[src/rtl/distortion_core.sv]
// distortion_core
//   Registered multi-channel distortion stage. Each accepted frame is scaled
//   by an unsigned fixed-point gain, shaped by the selected mode, and saturated
//   to the sample range. The result appears two edges after the frame is
//   accepted, behind a valid/ready handshake that supports back-pressure.
//
//   Pipeline:
//     s1  frame capture (samples, effective gain, mode, threshold)
//     s2  per-channel product p = x * g
//     out shift, waveshape and saturate; drives out_data / clip
//
//   Ports:
//     clk, rst_n          clock, asynchronous active-low reset
//     in_valid/in_ready   input handshake (in_ready = pipeline enable)
//     in_data             NUM_CH packed signed samples, channel 0 in the LSBs
//     gain                unsigned gain, GAIN_FRAC fractional bits
//     threshold           unsigned clip level
//     mode                0 bypass, 1 hard clip, 2 half-wave, 3 full-wave,
//                         4 asymmetric clip, 5-7 bypass
//     out_valid/out_ready output handshake
//     out_data            NUM_CH packed signed results
//     clip                per-channel limiter indicator, aligned with out_data
//
//   Build option DISTORTION_GAIN_RAMP_EN: the effective gain is a register that
//   steps one LSB toward `gain` on every accepted frame. Without it, `gain` is
//   used directly.

module distortion_core #(
  parameter int DATA_W    = 16,
  parameter int NUM_CH    = 2,
  parameter int GAIN_W    = 8,
  parameter int GAIN_FRAC = 4
) (
  input  logic                     clk,
  input  logic                     rst_n,
  input  logic                     in_valid,
  output logic                     in_ready,
  input  logic [NUM_CH*DATA_W-1:0] in_data,
  input  logic [GAIN_W-1:0]        gain,
  input  logic [DATA_W-1:0]        threshold,
  input  logic [2:0]               mode,
  output logic                     out_valid,
  input  logic                     out_ready,
  output logic [NUM_CH*DATA_W-1:0] out_data,
  output logic [NUM_CH-1:0]        clip
);

  localparam int PW = DATA_W + GAIN_W + 1;
  localparam int BW = NUM_CH * DATA_W;

  localparam logic [2:0] MODE_HARD = 3'd1;
  localparam logic [2:0] MODE_HALF = 3'd2;
  localparam logic [2:0] MODE_FULL = 3'd3;
  localparam logic [2:0] MODE_ASYM = 3'd4;

  localparam logic [DATA_W-1:0]        THR_MAX = {1'b0, {(DATA_W-1){1'b1}}};
  localparam logic signed [DATA_W-1:0] S_MAX   = {1'b0, {(DATA_W-1){1'b1}}};
  localparam logic signed [DATA_W-1:0] S_MIN   = {1'b1, {(DATA_W-1){1'b0}}};
  localparam logic signed [PW-1:0]     P_MAX   = PW'(S_MAX);
  localparam logic signed [PW-1:0]     P_MIN   = PW'(S_MIN);

  logic              out_valid_q;
  logic [BW-1:0]     out_data_q;
  logic [NUM_CH-1:0] clip_q;

  logic en;
  logic accept;

  // Every stage advances together; a stalled output freezes the whole pipe.
  assign en       = !out_valid_q || out_ready;
  assign in_ready = en;
  assign accept   = in_valid && en;

  // ---------------------------------------------------------------- gain
  logic [GAIN_W-1:0] gain_frame;

`ifdef DISTORTION_GAIN_RAMP_EN
  logic [GAIN_W-1:0] gain_eff_q;
  logic [GAIN_W-1:0] gain_eff_d;

  always_comb begin
    gain_eff_d = gain_eff_q;
    if (gain_eff_q < gain)      gain_eff_d = gain_eff_q + 1'b1;
    else if (gain_eff_q > gain) gain_eff_d = gain_eff_q - 1'b1;
  end

  always_ff @(posedge clk or negedge rst_n) begin
    if (!rst_n)      gain_eff_q <= GAIN_W'(1 << GAIN_FRAC);
    else if (accept) gain_eff_q <= gain_eff_d;
  end

  // The frame uses the already-stepped value.
  assign gain_frame = gain_eff_d;
`else
  assign gain_frame = gain;
`endif

  // ---------------------------------------------------------------- stage 1
  logic              s1_valid_q;
  logic [BW-1:0]     s1_x_q;
  logic [GAIN_W-1:0] s1_gain_q;
  logic [2:0]        s1_mode_q;
  logic [DATA_W-1:0] s1_thr_q;

  always_ff @(posedge clk or negedge rst_n) begin
    if (!rst_n) begin
      s1_valid_q <= 1'b0;
      s1_x_q     <= '0;
      s1_gain_q  <= '0;
      s1_mode_q  <= '0;
      s1_thr_q   <= '0;
    end else if (en) begin
      s1_valid_q <= in_valid;
      if (in_valid) begin
        s1_x_q    <= in_data;
        s1_gain_q <= gain_frame;
        s1_mode_q <= mode;
        s1_thr_q  <= threshold;
      end
    end
  end

  logic [NUM_CH*PW-1:0] prod_d;

  for (genvar ch = 0; ch < NUM_CH; ch++) begin : g_mul
    logic signed [DATA_W-1:0] x_w;
    assign x_w = s1_x_q[ch*DATA_W +: DATA_W];
    // Gain is zero-extended so the multiply stays signed.
    assign prod_d[ch*PW +: PW] = PW'(x_w) * PW'($signed({1'b0, s1_gain_q}));
  end

  // ---------------------------------------------------------------- stage 2
  logic                 s2_valid_q;
  logic [NUM_CH*PW-1:0] s2_p_q;
  logic [BW-1:0]        s2_x_q;
  logic [2:0]           s2_mode_q;
  logic [DATA_W-1:0]    s2_thr_q;

  always_ff @(posedge clk or negedge rst_n) begin
    if (!rst_n) begin
      s2_valid_q <= 1'b0;
      s2_p_q     <= '0;
      s2_x_q     <= '0;
      s2_mode_q  <= '0;
      s2_thr_q   <= '0;
    end else if (en) begin
      s2_valid_q <= s1_valid_q;
      if (s1_valid_q) begin
        s2_p_q    <= prod_d;
        s2_x_q    <= s1_x_q;
        s2_mode_q <= s1_mode_q;
        s2_thr_q  <= s1_thr_q;
      end
    end
  end

  // Threshold is clamped to the largest positive sample so the limits are
  // always representable; asymmetric mode halves the negative limit.
  logic [DATA_W-1:0]   thr_eff;
  logic signed [PW-1:0] lim_hi;
  logic signed [PW-1:0] lim_lo;

  assign thr_eff = (s2_thr_q > THR_MAX) ? THR_MAX : s2_thr_q;
  assign lim_hi  = $signed(PW'(thr_eff));
  assign lim_lo  = (s2_mode_q == MODE_ASYM) ? -(lim_hi >>> 1) : -lim_hi;

  logic [BW-1:0]     res_d;
  logic [NUM_CH-1:0] clip_d;

  for (genvar ch = 0; ch < NUM_CH; ch++) begin : g_shape
    logic signed [PW-1:0]     y_w;
    logic signed [PW-1:0]     lim_w;
    logic signed [DATA_W-1:0] x_w;
    logic signed [DATA_W-1:0] r_w;
    logic                     c_w;

    assign x_w = s2_x_q[ch*DATA_W +: DATA_W];
    // Arithmetic shift floors toward minus infinity.
    assign y_w = $signed(s2_p_q[ch*PW +: PW]) >>> GAIN_FRAC;

    always_comb begin
      lim_w = y_w;
      r_w   = x_w;
      c_w   = 1'b0;
      case (s2_mode_q)
        MODE_HARD, MODE_ASYM: begin
          if (y_w > lim_hi) begin
            lim_w = lim_hi;
            c_w   = 1'b1;
          end else if (y_w < lim_lo) begin
            lim_w = lim_lo;
            c_w   = 1'b1;
          end
          if (lim_w > P_MAX) begin
            r_w = S_MAX;
            c_w = 1'b1;
          end else if (lim_w < P_MIN) begin
            r_w = S_MIN;
            c_w = 1'b1;
          end else begin
            r_w = lim_w[DATA_W-1:0];
          end
        end
        MODE_HALF: r_w = x_w[DATA_W-1] ? '0 : x_w;
        MODE_FULL: begin
          if (x_w == S_MIN)       r_w = S_MAX;
          else if (x_w[DATA_W-1]) r_w = -x_w;
        end
        default: r_w = x_w;
      endcase
    end

    assign res_d[ch*DATA_W +: DATA_W] = r_w;
    assign clip_d[ch]                 = c_w;
  end

  // ---------------------------------------------------------------- output
  always_ff @(posedge clk or negedge rst_n) begin
    if (!rst_n) begin
      out_valid_q <= 1'b0;
      out_data_q  <= '0;
      clip_q      <= '0;
    end else if (en) begin
      out_valid_q <= s2_valid_q;
      if (s2_valid_q) begin
        out_data_q <= res_d;
        clip_q     <= clip_d;
      end
    end
  end

  assign out_valid = out_valid_q;
  assign out_data  = out_data_q;
  assign clip      = clip_q;

endmodule

[config.mk]
export PLATFORM = sky130hd
export DESIGN_NAME = distortion_core
export DESIGN_NICKNAME = d
export VERILOG_FILES = /design/src/rtl/distortion_core.sv
export SDC_FILE = /design/constraint.sdc
export NUM_CORES = 1
export LEC_CHECK = 0
export CAP_MARGIN = 20
export CELL_PAD_IN_SITES_DETAIL_PLACEMENT = 1
export CELL_PAD_IN_SITES_GLOBAL_PLACEMENT = 1
export CORE_AREA = 2 2 235 237
export CTS_CLUSTER_DIAMETER = 40
export DETAILED_ROUTE_END_ITERATION = 16
export DIE_AREA = 0 0 237 239
export PLACE_DENSITY = 0.74
export REMOVE_ABC_BUFFERS = 1
export SLEW_MARGIN = 20
export SYNTH_ARGS = -nofsm -noshare
export SYNTH_HDL_FRONTEND = slang
export SYNTH_SLANG_ARGS = --single-unit
[constraint.sdc]
create_clock -name clk -period 6.57 [get_ports clk]
set_input_delay 1.314 -clock clk [delete_from_list [all_inputs] [get_ports clk]]
set_output_delay 1.314 -clock clk [all_outputs]
set_load 0.02 [all_outputs]
# == Yosys cells after proc, flatten, opt, wreduce, memory -nomap -nowiden ==
# Cells that the tools add are included.
# totals
ff_bits,197
out_inout_bits,36
wordCells,70
input_bits,63
# op_classes
multipliers,2
n_addsub,4
reduce_logical,6
magnitude_cmp,9
muxes,30
eq_ne,6
# op_table
cell,n
$mux W25,7
$mux W16,9
$pmux W16 S3,2
$gt A25 B16 Y1 const B,2
$lt A21 B25 Y1,2
$lt A25 B16 Y1 const B,2
$mul A16 B9 Y25,2
$gt A21 B17 Y1,2
$eq A16 B16 Y1 const B,2
$neg A16 Y16,2
$mux W15,2
$neg A15 Y25,1
$neg A16 Y25,1
$gt A16 B15 Y1 const B,1
$mux W1,10
$eq A3 B2 Y1 const B,2
$reduce_and A2 Y1,3
$eq A3 B1 Y1 const B,1
$eq A3 B3 Y1 const B,1
$reduce_or A2 Y1,1
$logic_not A1 Y1,1
$logic_or A1 B1 Y1,1

# == Depth between registers and ports, before layout ==
# Gate-level depths: netlist (run 1).
# depth
word_depth,12
depth_mapped,23
depth_no_buf,18

# == Worst setup path before layout (run 1) ==
# No wires, ideal clock.
# synth_timing
path_type,register -> register
from,register s2_thr_q[15]
to,register out_data_q[12] (netlist: out_data[12])
arrival_ns,5.098
path_stages_with_launch,21
setup_time_ns,0.121
n_path_buf,5
setup_slack_ns,1.351
cell_sequence,dfrtp_1 > buf_6 > clkbuf_1 > clkbuf_1 > nor2_1 > ha_1 > or4b_4 > or3_4 > or3_1 > clkbuf_1 > a21oi_1 > ha_1 > nand4_1 > nor2_1 > a221oi_1 > a41oi_1 > o21a_1 > buf_2 > mux2i_1 > or4_1 > o22a_1
# synth_via
elab_chain_len,12
elab_cells_between_ends,15
cone_classes,add/sub: 2; order compare: 5; mux: 8
# synth_lines
element,line_no,text
from (decl),137,logic [DATA_W-1:0] s2_thr_q;
from (signal assigned),152,s2_thr_q <= s1_thr_q;
$gt A16 B15 Y1,163,assign thr_eff = (s2_thr_q > THR_MAX) ? THR_MAX : s2_thr_q;
$mux W16 *,163,
$neg A16 Y25 / $neg A15 Y25 (equally long branches),165,assign lim_lo = (s2_mode_q == MODE_ASYM) ? -(lim_hi >>> 1) : -lim_hi;
$mux W25,165,
$lt A21 B25 Y1,190,end else if (y_w < lim_lo) begin
$mux W25,190,
$mux W25 *,187,if (y_w > lim_hi) begin
$mux W25 *,185,case (s2_mode_q)
$lt A25 B16 Y1,197,end else if (lim_w < P_MIN) begin
$mux W16,197,
$mux W16 *,194,if (lim_w > P_MAX) begin
$pmux W16 S3 *,185,
to (signal assigned),226,out_data_q <= res_d;
to (decl),63,logic [BW-1:0] out_data_q;
# Mark *: on every way between the ends. The rest lies on a longest branch, timed or not. The select of a mux whose other input is x is not followed.
# A chain may end at the register's enable or synchronous reset.

# == Worst setup path after layout (run 1) ==
# layout_timing
from,register s2_thr_q[15]
to,register out_data_q[3] (netlist: out_data[3])
# The elaborated chain is that of the path after synthesis.

==> results of run 1 <==
==> final timing paths <==
path,from,end,slack [ns],depth (start not counted)
worst max-delay path,s2_thr_q[15]$_DFFE_PN0P_,out_data[3]$_DFFE_PN0P_,0.67,18
worst min-delay path,s1_thr_q[4]$_DFFE_PN0P_,s2_thr_q[4]$_DFFE_PN0P_,0.47,2
worst max register to register,s2_thr_q[15]$_DFFE_PN0P_,out_data[3]$_DFFE_PN0P_,0.67,18
worst min register to register,s1_thr_q[4]$_DFFE_PN0P_,s2_thr_q[4]$_DFFE_PN0P_,0.47,2
max in group asynchronous,rst_n,clip[0]$_DFFE_PN0P_,4.53,2
min in group asynchronous,rst_n,s1_x_q[1]$_DFFE_PN0P_,0.72,1
==> metal layers <==
layer / track usage, % / part of all wire [%] / vias to the layer above
li1: - / - / 8243
met1: 35.3 / 46 / 9365
met2: 42.1 / 47 / 389
met3: 3.34 / 4.0 / 96
met4: 8.09 / 2.7 / 0
met5: 0 / 0 / -
==> synthesized netlist by cell type (all sizes together), types with 6 or more instances <==
cell type / count
nor2: 96
ha: 176
or2: 10
a31oi: 42
clkbuf: 94
mux2i: 17
dfrtp: 189
nor4: 15
a211oi: 10
mux2: 71
a211o: 11
nor3: 50
a21oi: 96
a22oi: 6
and2: 158
o211ai: 27
a31o: 9
o21a: 12
inv: 309
o21ai: 151
a21boi: 9
o31ai: 15
nand2: 370
nand2b: 15
buf: 43
and3: 15
fa: 204
or3: 26
nand3: 46
or4: 10
nand4: 13
xnor2: 30
xor2: 27
a21o: 14
nor2b: 8
==> worst min-delay path, stage by stage (launching register included) <==
cell and delay (ns):
dfrtp_1 0.34, nand2_1 0.05, nand2_1 0.05
==> area by class of cell <==
| cell class | instances | area share (%) |
|---|---|---|
| clock inverters | 8 | 0.368 |
| repair buffers | 136 | 5.47 |
| clock buffers | 23 | 1.95 |
| flip-flops and latches | 189 | 20.2 |
| inverters | 309 | 4.94 |
| well taps | 704 | 3.76 |
| multi-input cells | 1835 | 63.4 |
==> kinds of logic after synthesis <==
group | count (synthesis) | synth area share [%]
and+or+nand+nor | 859 | 19.7
AOI/OAI and AO/OA | 449 | 13.5
muxes | 88 | 4.56
adders and majority gates | 380 | 29.4
buffers and inverters | 447 | 8.39
xor gates and xnor gates | 57 | 2.34
other | 1 | 0.0176
DFF | 189 | 22.1
==> state kept, by name, indices dropped and copies added, names as in the netlist, 2 cells and up <==
| name | count |
|---|---|
| s2_mode_q | 3 |
| s1_gain_q | 8 |
| s1_x_q | 32 |
| s2_p_q | 42 |
| clip | 2 |
| s2_x_q | 32 |
| s2_thr_q | 16 |
| out_data | 32 |
| s1_thr_q | 16 |
| s1_mode_q | 3 |
==> per-stage QoR <==
stage	hold WS, ns	setup slack (ns)	util, %	instance area (µm²)
2_1_floorplan	0.433	1.01	-	20700
3_3_place_gp	0.447	1.05	42.2	22900
3_5_place_dp	0.455	0.799	42.2	22900
4_1_cts	0.474	0.751	43.2	23500
5_1_grt	0.496	0.263	43.2	23500
6_report	0.466	0.674	43.2	23500
==> metrics, run 1 <==
RSZ-0062 raised after global routing=no; drt total wl=70300 µm; DR vias=18093; syn avg cell area=8.65 µm²; core area=54300 µm²; area delta synth->final=9.80%; Slew Viols, Final=0; Std-Cell Rows=86; Layout Nets=2931; Cell Area, Synth=21400 µm²; vias in the first global route=19377; Max-Cap Viols=0; gr usage total=25.7%; largest net degree at the start of global routing=150; Chip Width=237 µm; number of diodes=0; Clock Path Buffers=2; CP Capture Type=flop; Resized cells post-CTS=0; detail-routed via count per cell=5.65; Synth Instances=2470; Final Hold Viols=0; Worst Path Required=6.91 ns; setup_tns=0 ns; Slew HR=27.0%; CTS buffer count=17; most area-consuming cells after synthesis=dfrtp_1 (22%), fa_1 (19%), ha_1 (10%); top cell type's share of synthesized area=22.1%; # DRC=0; I/O pin cnt=99; Layout Cells excl Fill=3204; crit path max-delay cell type=nor3_2; clk slew on worst S/H paths=0.07 ns; die height=239 µm; Post-synth EDFFs=0; # hold bufs at CTS=0; worst skew pair latency=0.51 ns; crit path max fanout=13; kind of cell adding the most delay to the critical path=simple AND/OR/NAND/NOR gates; Root Buffer=clkbuf_16; post-DR wirelength/cell=22.0 µm; Data arrival, critical path=6.23 ns; area of the multi-input gates=14900 µm²; flops & latches, synth=189; CP bufs+invs=2; Clock Sink Count=189; total gr overflow=0; initial antenna violation count=0; router iterations before antenna repair=5; antenna viol nets, final=0; register area share after synthesis=22.1%; outcome=completed; first-pass GRT wire length=112000 µm; Largest stage delay, worst path=0.55 ns; endpoints failing setup=0; Tmin final=5.90 ns; post-CTS setup buffer count=0; highest-count cells in the layout ignoring fill and taps=nand2_1 (368), inv_1 (309), fa_1 (204), dfrtp_1 (189), ha_1 (176); CTS H-tree lvls=4; CTS tree=yes; Register Area=4730 µm²; cell taking the most area after synthesis=dfrtp_1; placed cells=3173; Startpoint Class=flop; warnings from Yosys=0; Starting Density=39.3%; critical path class=reg2reg; Worst-Margin Slew=1.09 ns; Main synth FF type=dfrtp_1; Min-Delay Path Class=reg2reg; Distinct cells, synth=89; Post-Route Skew=0.0191 ns; Post-DP HPWL=55600 µm; IO buf count=98; asr flop ratio synth=100%; Final Cycle Share=89.7%; drt first-iter violations=1184; RD Place Congestion=0.958; critical-path cell list=nor2_1, ha_1, or4b_4, or4_4, nor3_1, xor2_1, o31ai_1, buf_4, inv_1, ha_1, nand4_1, nor3_1, o21ai_0, a41oi_1, o21a_1, mux2i_1, nor3_2, a31oi_1; Layout fillers=6361; layout cells sized above 1=7.40%; Fmax=170 MHz; total die area=56600 µm²; commonest non-fill, non-tap cell in the layout=nand2_1
Power of run 1 is left out: the tool's default activity adds up to more than one toggle a clock period on the data nets, which glitch-free logic cannot reach.
==> run 2, diff against run 1 <==
CORE_AREA = 3 3 236 238   (was 2 2 235 237)
DIE_AREA = 0 0 239 241   (was 0 0 237 239)
==> run 2 against run 1 <==
Against the previous run:
- cell count shrank 0.22%
- sequential cell count is the same
- wire length shrank 0.57%
- global-route usage shrank 0.73 points
- critical path type unchanged
- cell area barely moved
- clock skew down 0.0065 ns
==> metrics, run 2 (synthesized netlist as in run 1, its figures left out) <==
IO buf count=98; Chip Width=239 µm; Reg with most FFs=s2_p_q; worst skew pair latency=0.50 ns; drt total wl=69900 µm; Layout Nets=2931; gr usage total=24.9%; worst r2r path cells=18; largest net degree at the start of global routing=67; CTS H-tree lvls=4; layout cells sized above 1=7.68%; CTS tree=yes; area of the multi-input gates=14900 µm²; max reg flops=42; Tmin final=5.70 ns; Largest stage delay, worst path=0.71 ns; die height=241 µm; initial antenna violation count=0; Layout fillers=6324; Final Hold Viols=0; Final Cycle Share=86.7%; Register Area=4730 µm²; Final Util=43.6%; Slew HR=28.0%; Clock Sink Count=189; number of diodes=0; Starting Density=39.7%; clk slew on worst S/H paths=0.08 ns; critical path depth=18; RSZ-0062 raised after global routing=no; Worst-Margin Slew=1.07 ns; Post-Route Skew=0.0127 ns; Clock Path Buffers=2; Min-Delay Path Class=reg2reg; # hold bufs at CTS=0; post-CTS setup buffer count=0; highest-count cells in the layout ignoring fill and taps=nand2_1 (368), inv_1 (309), fa_1 (204), dfrtp_1 (189), ha_1 (176); post-DR wirelength/cell=21.9 µm; detail-routed via count per cell=5.67; Data arrival, critical path=6.07 ns; crit path max fanout=15; outcome=completed; Startpoint Class=flop; I/O pin cnt=99; area delta synth->final=9.86%; Resized cells post-CTS=0; Root Buffer=clkbuf_16; Max-Cap Viols=0; Worst Path Required=6.95 ns; DR vias=18117; total die area=57600 µm²; CP bufs+invs=2; endpoints failing setup=0; first-pass GRT wire length=111000 µm; CP Capture Type=flop; RD Place Congestion=0.946; setup_tns=0 ns; Post-DP HPWL=55700 µm; critical path class=reg2reg; antenna viol nets, final=0; Slew Viols, Final=0; commonest non-fill, non-tap cell in the layout=nand2_1; CTS buffer count=17; # DRC=0; vias in the first global route=19503; Fmax=176 MHz; Std-Cell Rows=85; core area=53800 µm²; total gr overflow=0; router iterations before antenna repair=7; crit path max-delay cell type=o311ai_4; drt first-iter violations=1135; Hold Path Depth=2; critical-path cell list=or2_2, inv_1, ha_1, nor3b_1, nand2_1, nor4b_1, xnor2_1, a21oi_1, inv_1, ha_1, or4_1, a211oi_1, o21ai_0, o211ai_1, nand3_2, o311ai_4, a211o_1, a31oi_1; kind of cell adding the most delay to the critical path=simple AND/OR/NAND/NOR gates
run 2: worst paths after layout:
path | start | end | slack [ns]
max in group asynchronous | rst_n | s2_x_q[28]$_DFFE_PN0P_ | 4.46
min in group asynchronous | rst_n | s1_x_q[1]$_DFFE_PN0P_ | 0.79
hold / removal | s1_thr_q[12]$_DFFE_PN0P_ | s2_thr_q[12]$_DFFE_PN0P_ | 0.47
setup / recovery | s2_thr_q[15]$_DFFE_PN0P_ | out_data[30]$_DFFE_PN0P_ | 0.87
setup reg to reg | s2_thr_q[15]$_DFFE_PN0P_ | out_data[30]$_DFFE_PN0P_ | 0.87
hold reg to reg | s1_thr_q[12]$_DFFE_PN0P_ | s2_thr_q[12]$_DFFE_PN0P_ | 0.47
run 2: area by class of cell:
class | count | share of cell area [%]
multi-input combinational | 1835 | 63.3
sequential | 189 | 20.2
timing repair buffer | 136 | 5.41
inverter | 309 | 4.94
tap | 696 | 3.71
clock buffer | 17 | 1.81
clock inverter | 15 | 0.629
run 2: metrics by stage:
step	hold WS [ns]	area, µm²	instances	setup slack (ns)
detailed placement	0.461	22900	3165	0.995
global placement	0.453	22900	3165	1.18
CTS	0.480	23500	3197	1.01
global route	0.491	23500	3197	0.586
floorplan	0.433	20700	2333	1.01
finish	0.472	23500	3197	0.875
run 2: worst min-delay path, stage by stage (launching register included):
cell and delay [ns]:
dfrtp_1 0.34, nand2_1 0.05, nand2_1 0.05
run 2: metal layers:
layer	share of wire (%)	up-vias	track usage, %	wire length [µm]
met5	0	-	0	0
met4	2.5	0	7.35	1750
met3	4.6	117	4.01	3190
met2	47	433	41.0	32900
met1	46	9329	34.2	32100
li1	-	8238	-	-
Power of run 2 is left out for the same reason.
==> run 3, diff against run 2 <==
CORE_AREA = 3 3 215 260   (was 3 3 236 238)
DIE_AREA = 0 0 218 263   (was 0 0 239 241)
==> run 3 against run 2 <==
Against the previous run:
- register-to-register slack lost 0.41 ns
- clock skew increased by 0.012 ns
- non-clock buffer count grew 1
- utilization is 0.37 points higher
==> metrics, run 3 (synthesized netlist as in run 1, its figures left out) <==
crit path max-delay cell type=o21a_1; detail-routed via count per cell=5.63; most used cell, CP=ha_1; worst r2r path cells=17; Final Hold Viols=0; gr usage total=25.7%; I/O pin cnt=99; area delta synth->final=10.2%; Startpoint Class=flop; highest-count cells in the layout ignoring fill and taps=nand2_1 (368), inv_1 (309), fa_1 (204), dfrtp_1 (189), ha_1 (176); largest net degree at the start of global routing=102; router iterations before antenna repair=5; outcome=completed; crit path max fanout=22; Tmin final=6.11 ns; Root Buffer=clkbuf_16; core area=53500 µm²; drt first-iter violations=958; drt total wl=71800 µm; Setup crit start=s2_thr_q[15]$_DFFE_PN0P_; Reg with most FFs=s2_p_q; total die area=57300 µm²; RR Startpoint=s2_thr_q[15]$_DFFE_PN0P_; max reg flops=42; clk slew on worst S/H paths=0.08 ns; Chip Width=218 µm; post-CTS setup buffer count=0; worst skew pair latency=0.52 ns; Layout Nets=2932; RSZ-0062 raised after global routing=no; vias in the first global route=19970; Final Cycle Share=93.0%; CTS H-tree lvls=4; Data arrival, critical path=6.46 ns; Clock Sink Count=189; die height=263 µm; DR vias=18109; Resized cells post-CTS=0; post-DR wirelength/cell=22.3 µm; hold slack final=0.469 ns; worst flop-to-flop path endpoint=out_data[7]$_DFFE_PN0P_; Starting Density=39.9%; setup_tns=0 ns; Largest stage delay, worst path=0.56 ns; Slew Viols, Final=0; initial antenna violation count=1; RD Place Congestion=0.962; Slew HR=27.6%; Worst Path Required=6.92 ns; critical-path cell list=buf_4, nor2_1, ha_1, or4b_4, or3_4, or3_1, o211ai_1, inv_1, ha_1, nand4_1, nor3_1, o21ai_0, a41oi_1, o21a_1, mux2i_1, nor3_2, a31oi_1; critical path class=reg2reg; Worst-Margin Slew=1.08 ns; Post-DP HPWL=56400 µm; commonest non-fill, non-tap cell in the layout=nand2_1; IO buf count=98; first-pass GRT wire length=115000 µm; total gr overflow=0; CP Capture Type=flop; CTS buffer count=17; layout cells sized above 1=7.56%; CTS tree=yes; # hold bufs at CTS=0; Min-Delay Path Class=reg2reg; Clock Path Buffers=2; HP Start=s1_thr_q[4]$_DFFE_PN0P_; Std-Cell Rows=93; Max-Cap Viols=0; # DRC=0; Reg2Reg Setup Slack=0.46 ns; Post-Route Skew=0.0243 ns; Fmax=164 MHz; antenna viol nets, final=0; endpoints failing setup=0; Worst Setup EP=out_data[7]$_DFFE_PN0P_
-- run 3: metrics by stage --
| step | cell area (µm²) | setup WS [ns] | cells | utilization (%) |
|---|---|---|---|---|
| 2_1_floorplan | 20700 | 1.01 | 2333 | - |
| 3_3_place_gp | 22900 | 0.856 | 3182 | 42.8 |
| 3_5_place_dp | 22900 | 0.542 | 3182 | 42.8 |
| 4_1_cts | 23500 | 0.509 | 3213 | 44.0 |
| 5_1_grt | 23500 | 0.00725 | 3213 | 44.0 |
| 6_report | 23500 | 0.460 | 3214 | 44.0 |
-- run 3: worst min path at each step --
stage                                           to  slack [ns]  cells after the start
after floorplan           s2_mode_q[1]$_DFFE_PN0P_        0.43                      2
after global placement     s2_thr_q[1]$_DFFE_PN0P_        0.45                      2
after detailed placement   s2_thr_q[4]$_DFFE_PN0P_        0.45                      2
after CTS                  s2_thr_q[4]$_DFFE_PN0P_        0.47                      2
after global routing       s2_thr_q[1]$_DFFE_PN0P_        0.50                      2
final                      s2_thr_q[4]$_DFFE_PN0P_        0.47                      2
-- run 3: final cells by class --
cell class                 count  area (µm²)
inverter                     309        1160
antenna                        1        2.50
sequential                   189        4730
fill                        6367       30000
timing repair buffer         137        1290
clock buffer                  20         447
tap                          712         891
multi-input combinational   1835       14900
clock inverter                11         159
-- run 3: metal layers --
metal | vias up | wire length (µm) | track usage (%)
li1 | 8236 | - | -
met1 | 9302 | 30900 | 33.5
met2 | 437 | 35400 | 43.3
met3 | 134 | 2970 | 3.66
met4 | 0 | 2520 | 9.58
met5 | - | 0 | 0
-- run 3: critical path: cells and delay by family (launching register included) --
family / cells / cell delay, ns
buffers and inverters: 2 / 0.36
adder cells (fa/ha/maj): 2 / 0.65
AND/OR/NAND/NOR: 7 / 2.59
multiplexers: 1 / 0.26
AO/OA/AOI/OAI: 5 / 1.68
flip-flops: 1 / 0.40
Power of run 3 is left out for the same reason.
